==> config.mk <==
export PLATFORM = sky130hd
export DESIGN_NAME = ship_motion_ctrl
export DESIGN_NICKNAME = d
export VERILOG_FILES = /design/src/rtl/ship_motion_ctrl.sv
export SDC_FILE = /design/constraint.sdc
export NUM_CORES = 1
export LEC_CHECK = 0
export ABC_AREA = 1
export ABC_CLOCK_PERIOD_IN_PS = 3600
export CAP_MARGIN = 25
export CELL_PAD_IN_SITES_DETAIL_PLACEMENT = 1
export CELL_PAD_IN_SITES_GLOBAL_PLACEMENT = 1
export CORE_MARGIN = 1.5
export CORE_UTILIZATION = 44
export DETAILED_ROUTE_END_ITERATION = 16
export GPL_TIMING_DRIVEN = 0
export PLACE_DENSITY_LB_ADDON = 0.1
export RECOVER_POWER = 100
export REMOVE_ABC_BUFFERS = 1
export SYNTH_ARGS = -nofsm -noshare
export SYNTH_HDL_FRONTEND = slang
export SYNTH_SLANG_ARGS = --single-unit
export TNS_END_PERCENT = 10
==> constraint.sdc <==
create_clock -name clk -period 3.6 [get_ports clk]
set_clock_uncertainty 0.1 [all_clocks]
set_input_delay 0.54 -clock clk [delete_from_list [all_inputs] [get_ports clk]]
set_output_delay 0.54 -clock clk [all_outputs]
set_load 0.02 [all_outputs]
==> src/rtl/ship_motion_ctrl.sv <==
// ============================================================================
// Module  : ship_motion_ctrl
// Brief   : Per-frame ship heading/velocity/position update with rate-limited
//           fire. Optional macro SHIP_FRICTION_EN enables velocity decay.
// Revision: 1.0 - initial release
// ============================================================================
`default_nettype none

module ship_motion_ctrl #(
  parameter int SCREEN_W   = 160,
  parameter int SCREEN_H   = 120,
  parameter int VMAX       = 24,
  parameter int COOLDOWN   = 8,
  parameter int ROT_PERIOD = 3
) (
  input  logic       clk,
  input  logic       reset,
  input  logic       frame_tick,
  input  logic       forward,
  input  logic       backward,
  input  logic       rotate_left,
  input  logic       rotate_right,
  input  logic       shoot,
  output logic [7:0] ship_x,
  output logic [6:0] ship_y,
  output logic [2:0] heading,
  output logic       fire,
  output logic [2:0] fire_heading,
  output logic       busy,
  output logic       update_done
);

  localparam int c_ROT_W  = (ROT_PERIOD > 2) ? $clog2(ROT_PERIOD) : 1;
  localparam int c_COOL_W = (COOLDOWN > 2) ? $clog2(COOLDOWN) : 1;
  localparam logic [11:0]        c_LIM_X = 12'(SCREEN_W * 16);
  localparam logic [11:0]        c_LIM_Y = 12'(SCREEN_H * 16);
  localparam logic signed [6:0]  c_VMAX  = 7'(VMAX);

  typedef enum logic [2:0] {
    S_IDLE = 3'd0,
    S_ROT  = 3'd1,
    S_VEL  = 3'd2,
    S_POS  = 3'd3,
    S_DONE = 3'd4
  } state_t;

  state_t                r_state;
  logic                  r_pending;
  logic [11:0]           r_pos_x, r_pos_y;
  logic signed [5:0]     r_vel_x, r_vel_y;
  logic [c_ROT_W-1:0]    r_rot_cnt;
  logic [c_COOL_W-1:0]   r_cool_cnt;

  logic signed [1:0]     w_dx, w_dy;
  logic                  w_thrust;
  logic signed [6:0]     w_tx, w_ty;
  logic signed [5:0]     w_vx_next, w_vy_next;

  function automatic logic signed [5:0] sat(input logic signed [6:0] v);
    if (v > c_VMAX)       return 6'(c_VMAX);
    else if (v < -c_VMAX) return 6'(-c_VMAX);
    else                  return v[5:0];
  endfunction

`ifdef SHIP_FRICTION_EN
  function automatic logic signed [5:0] decay(input logic signed [5:0] v);
    if (v > 6'sd0)      return v - 6'sd1;
    else if (v < 6'sd0) return v + 6'sd1;
    else                return v;
  endfunction
`endif

  // One correction is enough because |vel| is far below either playfield size
  function automatic logic [11:0] wrap(input logic [11:0] pos,
                                       input logic signed [5:0] vel,
                                       input logic [11:0] lim);
    logic signed [13:0] s;
    s = $signed({2'b00, pos}) + $signed({{8{vel[5]}}, vel});
    if (s < 14'sd0)                       s = s + $signed({2'b00, lim});
    else if (s >= $signed({2'b00, lim}))  s = s - $signed({2'b00, lim});
    return 12'(s);
  endfunction

  always_comb begin
    w_dx = 2'sd0;
    w_dy = 2'sd0;
    case (heading)
      3'd0: begin w_dx =  2'sd0; w_dy = -2'sd1; end
      3'd1: begin w_dx =  2'sd1; w_dy = -2'sd1; end
      3'd2: begin w_dx =  2'sd1; w_dy =  2'sd0; end
      3'd3: begin w_dx =  2'sd1; w_dy =  2'sd1; end
      3'd4: begin w_dx =  2'sd0; w_dy =  2'sd1; end
      3'd5: begin w_dx = -2'sd1; w_dy =  2'sd1; end
      3'd6: begin w_dx = -2'sd1; w_dy =  2'sd0; end
      default: begin w_dx = -2'sd1; w_dy = -2'sd1; end
    endcase
    w_thrust = forward ^ backward;
    w_tx = forward ? {{5{w_dx[1]}}, w_dx} : -{{5{w_dx[1]}}, w_dx};
    w_ty = forward ? {{5{w_dy[1]}}, w_dy} : -{{5{w_dy[1]}}, w_dy};
    if (w_thrust) begin
      w_vx_next = sat({r_vel_x[5], r_vel_x} + w_tx);
      w_vy_next = sat({r_vel_y[5], r_vel_y} + w_ty);
    end else begin
`ifdef SHIP_FRICTION_EN
      w_vx_next = decay(r_vel_x);
      w_vy_next = decay(r_vel_y);
`else
      w_vx_next = r_vel_x;
      w_vy_next = r_vel_y;
`endif
    end
  end

  always_ff @(posedge clk or negedge reset) begin
    if (!reset) begin
      r_state      <= S_IDLE;
      r_pending    <= 1'b0;
      r_pos_x      <= 12'((SCREEN_W / 2) * 16);
      r_pos_y      <= 12'((SCREEN_H / 2) * 16);
      r_vel_x      <= 6'sd0;
      r_vel_y      <= 6'sd0;
      r_rot_cnt    <= '0;
      r_cool_cnt   <= '0;
      heading      <= 3'd0;
      fire         <= 1'b0;
      fire_heading <= 3'd0;
      busy         <= 1'b0;
      update_done  <= 1'b0;
    end else begin
      fire        <= 1'b0;
      update_done <= 1'b0;
      // A single tick arriving mid-sequence is queued; extras are dropped
      if (frame_tick && r_state != S_IDLE) r_pending <= 1'b1;
      case (r_state)
        S_IDLE: begin
          if (frame_tick || r_pending) begin
            r_state   <= S_ROT;
            busy      <= 1'b1;
            r_pending <= 1'b0;
          end
        end
        S_ROT: begin
          if (rotate_left ^ rotate_right) begin
            if (r_rot_cnt == '0) begin
              heading   <= rotate_right ? heading + 3'd1 : heading - 3'd1;
              r_rot_cnt <= c_ROT_W'(ROT_PERIOD - 1);
            end else begin
              r_rot_cnt <= r_rot_cnt - 1'b1;
            end
          end else begin
            r_rot_cnt <= '0;
          end
          r_state <= S_VEL;
        end
        S_VEL: begin
          r_vel_x <= w_vx_next;
          r_vel_y <= w_vy_next;
          r_state <= S_POS;
        end
        S_POS: begin
          r_pos_x <= wrap(r_pos_x, r_vel_x, c_LIM_X);
          r_pos_y <= wrap(r_pos_y, r_vel_y, c_LIM_Y);
          if (shoot && r_cool_cnt == '0) begin
            fire         <= 1'b1;
            fire_heading <= heading;
            r_cool_cnt   <= c_COOL_W'(COOLDOWN - 1);
          end else if (r_cool_cnt != '0) begin
            r_cool_cnt <= r_cool_cnt - 1'b1;
          end
          update_done <= 1'b1;
          r_state     <= S_DONE;
        end
        default: begin
          busy    <= 1'b0;
          r_state <= S_IDLE;
        end
      endcase
    end
  end

  assign ship_x = 8'(r_pos_x >> 4);
  assign ship_y = 7'(r_pos_y >> 4);

endmodule

`default_nettype wire

==> flow_metrics.env <==
export IMPL_grt_usage_pct=22.33
export IMPL_max_freq_ghz=0.3114
export IMPL_core_um2=10420
export IMPL_cp_end_kind="flop"
export IMPL_cts_sinks=54
export IMPL_numCtsBuffers=5
export IMPL_status="complete, no violations"
export IMPL_overflow=0
export IMPL_start_kind="flop"
export IMPL_io_pins=32
export IMPL_drv_slew=0
export IMPL_clock_path_buffers=2
export IMPL_cap_violations=0
export IMPL_drtAntennaViolNets=0
export IMPL_setup_violations=0
export IMPL_cpMostUsedCell="nand2_1"
export IMPL_synth_seq_area_share_pct=28.56
export IMPL_die_x_um=107.0
export IMPL_n_antenna_cell=0
export IMPL_worst_pin_slew_ns=1.092
export IMPL_cp_buffers_inverters=4
export IMPL_io_buffer_count=31
export IMPL_path_delay_family="compound AO/OA/AOI/OAI gates"
export IMPL_cp_slowest_stage_delay_ns=0.42
export IMPL_grt_pass1_vias=4502
export IMPL_ys_seq_elements=54
export IMPL_crit_fanout=5
export IMPL_syn2layout_area_growth_pct=10.54
export IMPL_ys_types=37
export IMPL_synth_top_cells_by_area="dfrtp_1 25%, nand2_1 17%, ha_1 14%"
export IMPL_crit_arrival_ns=3.37
export IMPL_synth_edf_count=0
export IMPL_async_reset_ff_share_pct=100.0
export IMPL_hold_slack_ns=0.2934
export IMPL_ys_flop_type="dfrtp_1"
export IMPL_wl_um=11950
export IMPL_ctsRootBufferMaster="clkbuf_8"
export IMPL_final_layout_size_suffix_gt1_share_pct=8.108
export IMPL_cts_tree="done"
export IMPL_drtIter0Drc=172
export IMPL_first_pass_iters=4
export IMPL_dieHeight_um=107.0
export IMPL_clock_latency_ns=0.32
export IMPL_core_rowCount=37
export IMPL_fin_crit_ns=3.211
export IMPL_path_class="reg -> reg"
export IMPL_grt_max_degree=40
export IMPL_hold_class="in -> async"
export IMPL_wl_per_cell_um=14.24
export IMPL_maxSlewHeadroom_pct=27.23
export IMPL_dp_hpwl_um=9608
export IMPL_initial_utilization_pct=45.68
export IMPL_synth_top_area_share_pct=25.24
export IMPL_fp_dieArea_um2=11450
export IMPL_finalHoldViolations=0
export IMPL_nNetsFinal=768
export IMPL_num_vias=4317
export IMPL_via_per_inst=5.145
export IMPL_netlist_area_um2=4758
export IMPL_h_tree_depth=2
export IMPL_grt_antenna_before_repair=0
export IMPL_drc=0
export IMPL_worst_path_max_delay_cell="dfrtp_2"
export IMPL_rsz0062_at_grt="no"
export IMPL_cp_cell_sequence="clkbuf_1, ha_1, o21ai_0, nand3b_1, nand2_1, nand2_1, nand2_1, inv_1, ha_1, a21oi_1, nor2_1, o21ai_0, nand2_1, inv_1, o31ai_1, o211ai_1, nand2_1, nand3_1, nand2_1, inv_1"
export IMPL_nFillCells=1383
export IMPL_yosysWarnings=0
export IMPL_tns_ns=0
export IMPL_synth_cells=679
export IMPL_synth_area_per_cell_um2=7.008
export IMPL_finalCritPeriodShare_pct=89.19
export IMPL_required_ns=3.76
export IMPL_grt_pass1_wl_um=20700
export IMPL_yosys_area_top_type="dfrtp_1"
export IMPL_place_gp_congestion=0.7989
export IMPL_clk_transition_reported_paths_ns=0.11
[worst paths after layout]
path | depth (start not counted) | slack, ns | start | endpoint
setup / recovery | 20 | 0.39 | heading[0] | r_vel_x[3]
hold / removal | 1 | 0.29 | reset | r_pos_x[7]
setup reg to reg | 20 | 0.39 | heading[0] | r_vel_x[3]
hold reg to reg | 2 | 0.40 | r_pos_y[9] | r_pos_y[9]
max in group asynchronous | 2 | 2.32 | reset | heading[0]
min in group clk | 2 | 0.40 | r_pos_y[9] | r_pos_y[9]
[cells in the final DEF, fill, tap and decap left out, types with 2 or more instances in the layout]
cell type,instances
ha_1,53
a21oi_2,5
dfrtp_1,47
o31ai_1,3
a21oi_1,23
nand3_1,44
o21ai_1,5
a31oi_1,4
o21bai_1,2
nand4_1,9
nor3_1,4
dlygate4sd3_1,25
clkbuf_1,3
nor2_1,43
clkbuf_8,6
o311ai_0,2
inv_2,8
xnor2_1,8
dfstp_2,6
inv_1,94
nand3b_1,2
o22ai_1,2
clkdlybuf4s50_1,5
or2_2,3
o21ai_0,35
o211ai_1,2
a22o_1,2
buf_4,3
xor2_1,11
nand2_1,212
nor2_2,3
nand3_2,6
nand2_2,11
fa_1,4
[final cells by class]
cell class                      instances  area (um^2)  area share, %
Timing Repair Buffer                   38        359.1          6.827
Clock inverter                          1        30.03         0.5709
Inverter                              102        382.9          7.279
Sequential cell                        54         1360          25.86
Tap cell                              136        170.2          3.235
Clock buffer                            6        82.58          1.570
Multi-Input combinational cell        502         2875          54.66
[synthesized netlist by cell type (2+ instances only)]
| cell | instances |
|---|---|
| nand3_2 | 6 |
| nand3b_1 | 2 |
| nor2_1 | 42 |
| xor2_1 | 11 |
| o311ai_0 | 2 |
| a22o_1 | 2 |
| o21bai_1 | 2 |
| dfrtp_1 | 48 |
| nand3_1 | 44 |
| o31ai_1 | 3 |
| ha_1 | 53 |
| nor2_2 | 3 |
| o21ai_0 | 33 |
| a31oi_1 | 4 |
| nand2_2 | 13 |
| o22ai_1 | 2 |
| or2_2 | 3 |
| fa_1 | 4 |
| nand4_1 | 9 |
| nor3_1 | 4 |
| buf_4 | 15 |
| o211ai_1 | 2 |
| inv_2 | 8 |
| nand2_1 | 210 |
| clkbuf_1 | 4 |
| a21oi_2 | 4 |
| xnor2_1 | 8 |
| dfstp_2 | 6 |
| o21ai_1 | 8 |
| a21oi_1 | 24 |
| inv_1 | 94 |
[registers in the layout, summed over array words and instances (netlist names)]
| signal | flops |
|---|---|
| busy | 1 |
| fire | 1 |
| fire_heading | 3 |
| heading | 3 |
| r_cool_cnt | 3 |
| r_pending | 1 |
| r_pos_x | 12 |
| r_pos_y | 12 |
| r_rot_cnt | 2 |
| r_state | 3 |
| r_vel_x | 6 |
| r_vel_y | 6 |
| update_done | 1 |
[stage by stage]
stage | setup slack [ns] | utilization [%] | instances | instance area (um^2)
after floorplan | 0.5333 | - | 658 | 4614
after global placement | 0.05799 | 48.91 | 825 | 5095
after detailed placement | 0.2376 | 49.43 | 828 | 5149
after CTS | 0.1655 | 50.51 | 835 | 5261
after global routing | 0.007304 | 50.50 | 839 | 5260
final | 0.3892 | 50.50 | 839 | 5260
[metal layers]
metal	vias to the layer above	global-route usage, %	part of all wire [%]
met2	37	41.48	52
met4	0	4.952	1.2
met1	2071	27.49	46
met3	9	2.675	1.7
met5	-	0	0
li1	2200	-	-
[cell families after synthesis]
family,count (synthesis),share of synthesized area [%]
DFF,54,28.56
and+or+nand+nor,338,30.55
AOI/OAI and AO/OA,87,10.36
xor gates and xnor gates,20,3.839
buffers and inverters,123,11.07
adders and majority gates,57,15.62
[what timing repair did]
action,in CTS,in global routing
setup endpoints to repair,0,6
hold buffers,0,0
setup buffers,0,4
gates resized for setup,0,6
Power is not shown: default switching activity piles up to over one toggle a cycle in this logic, so the estimate is an artifact.
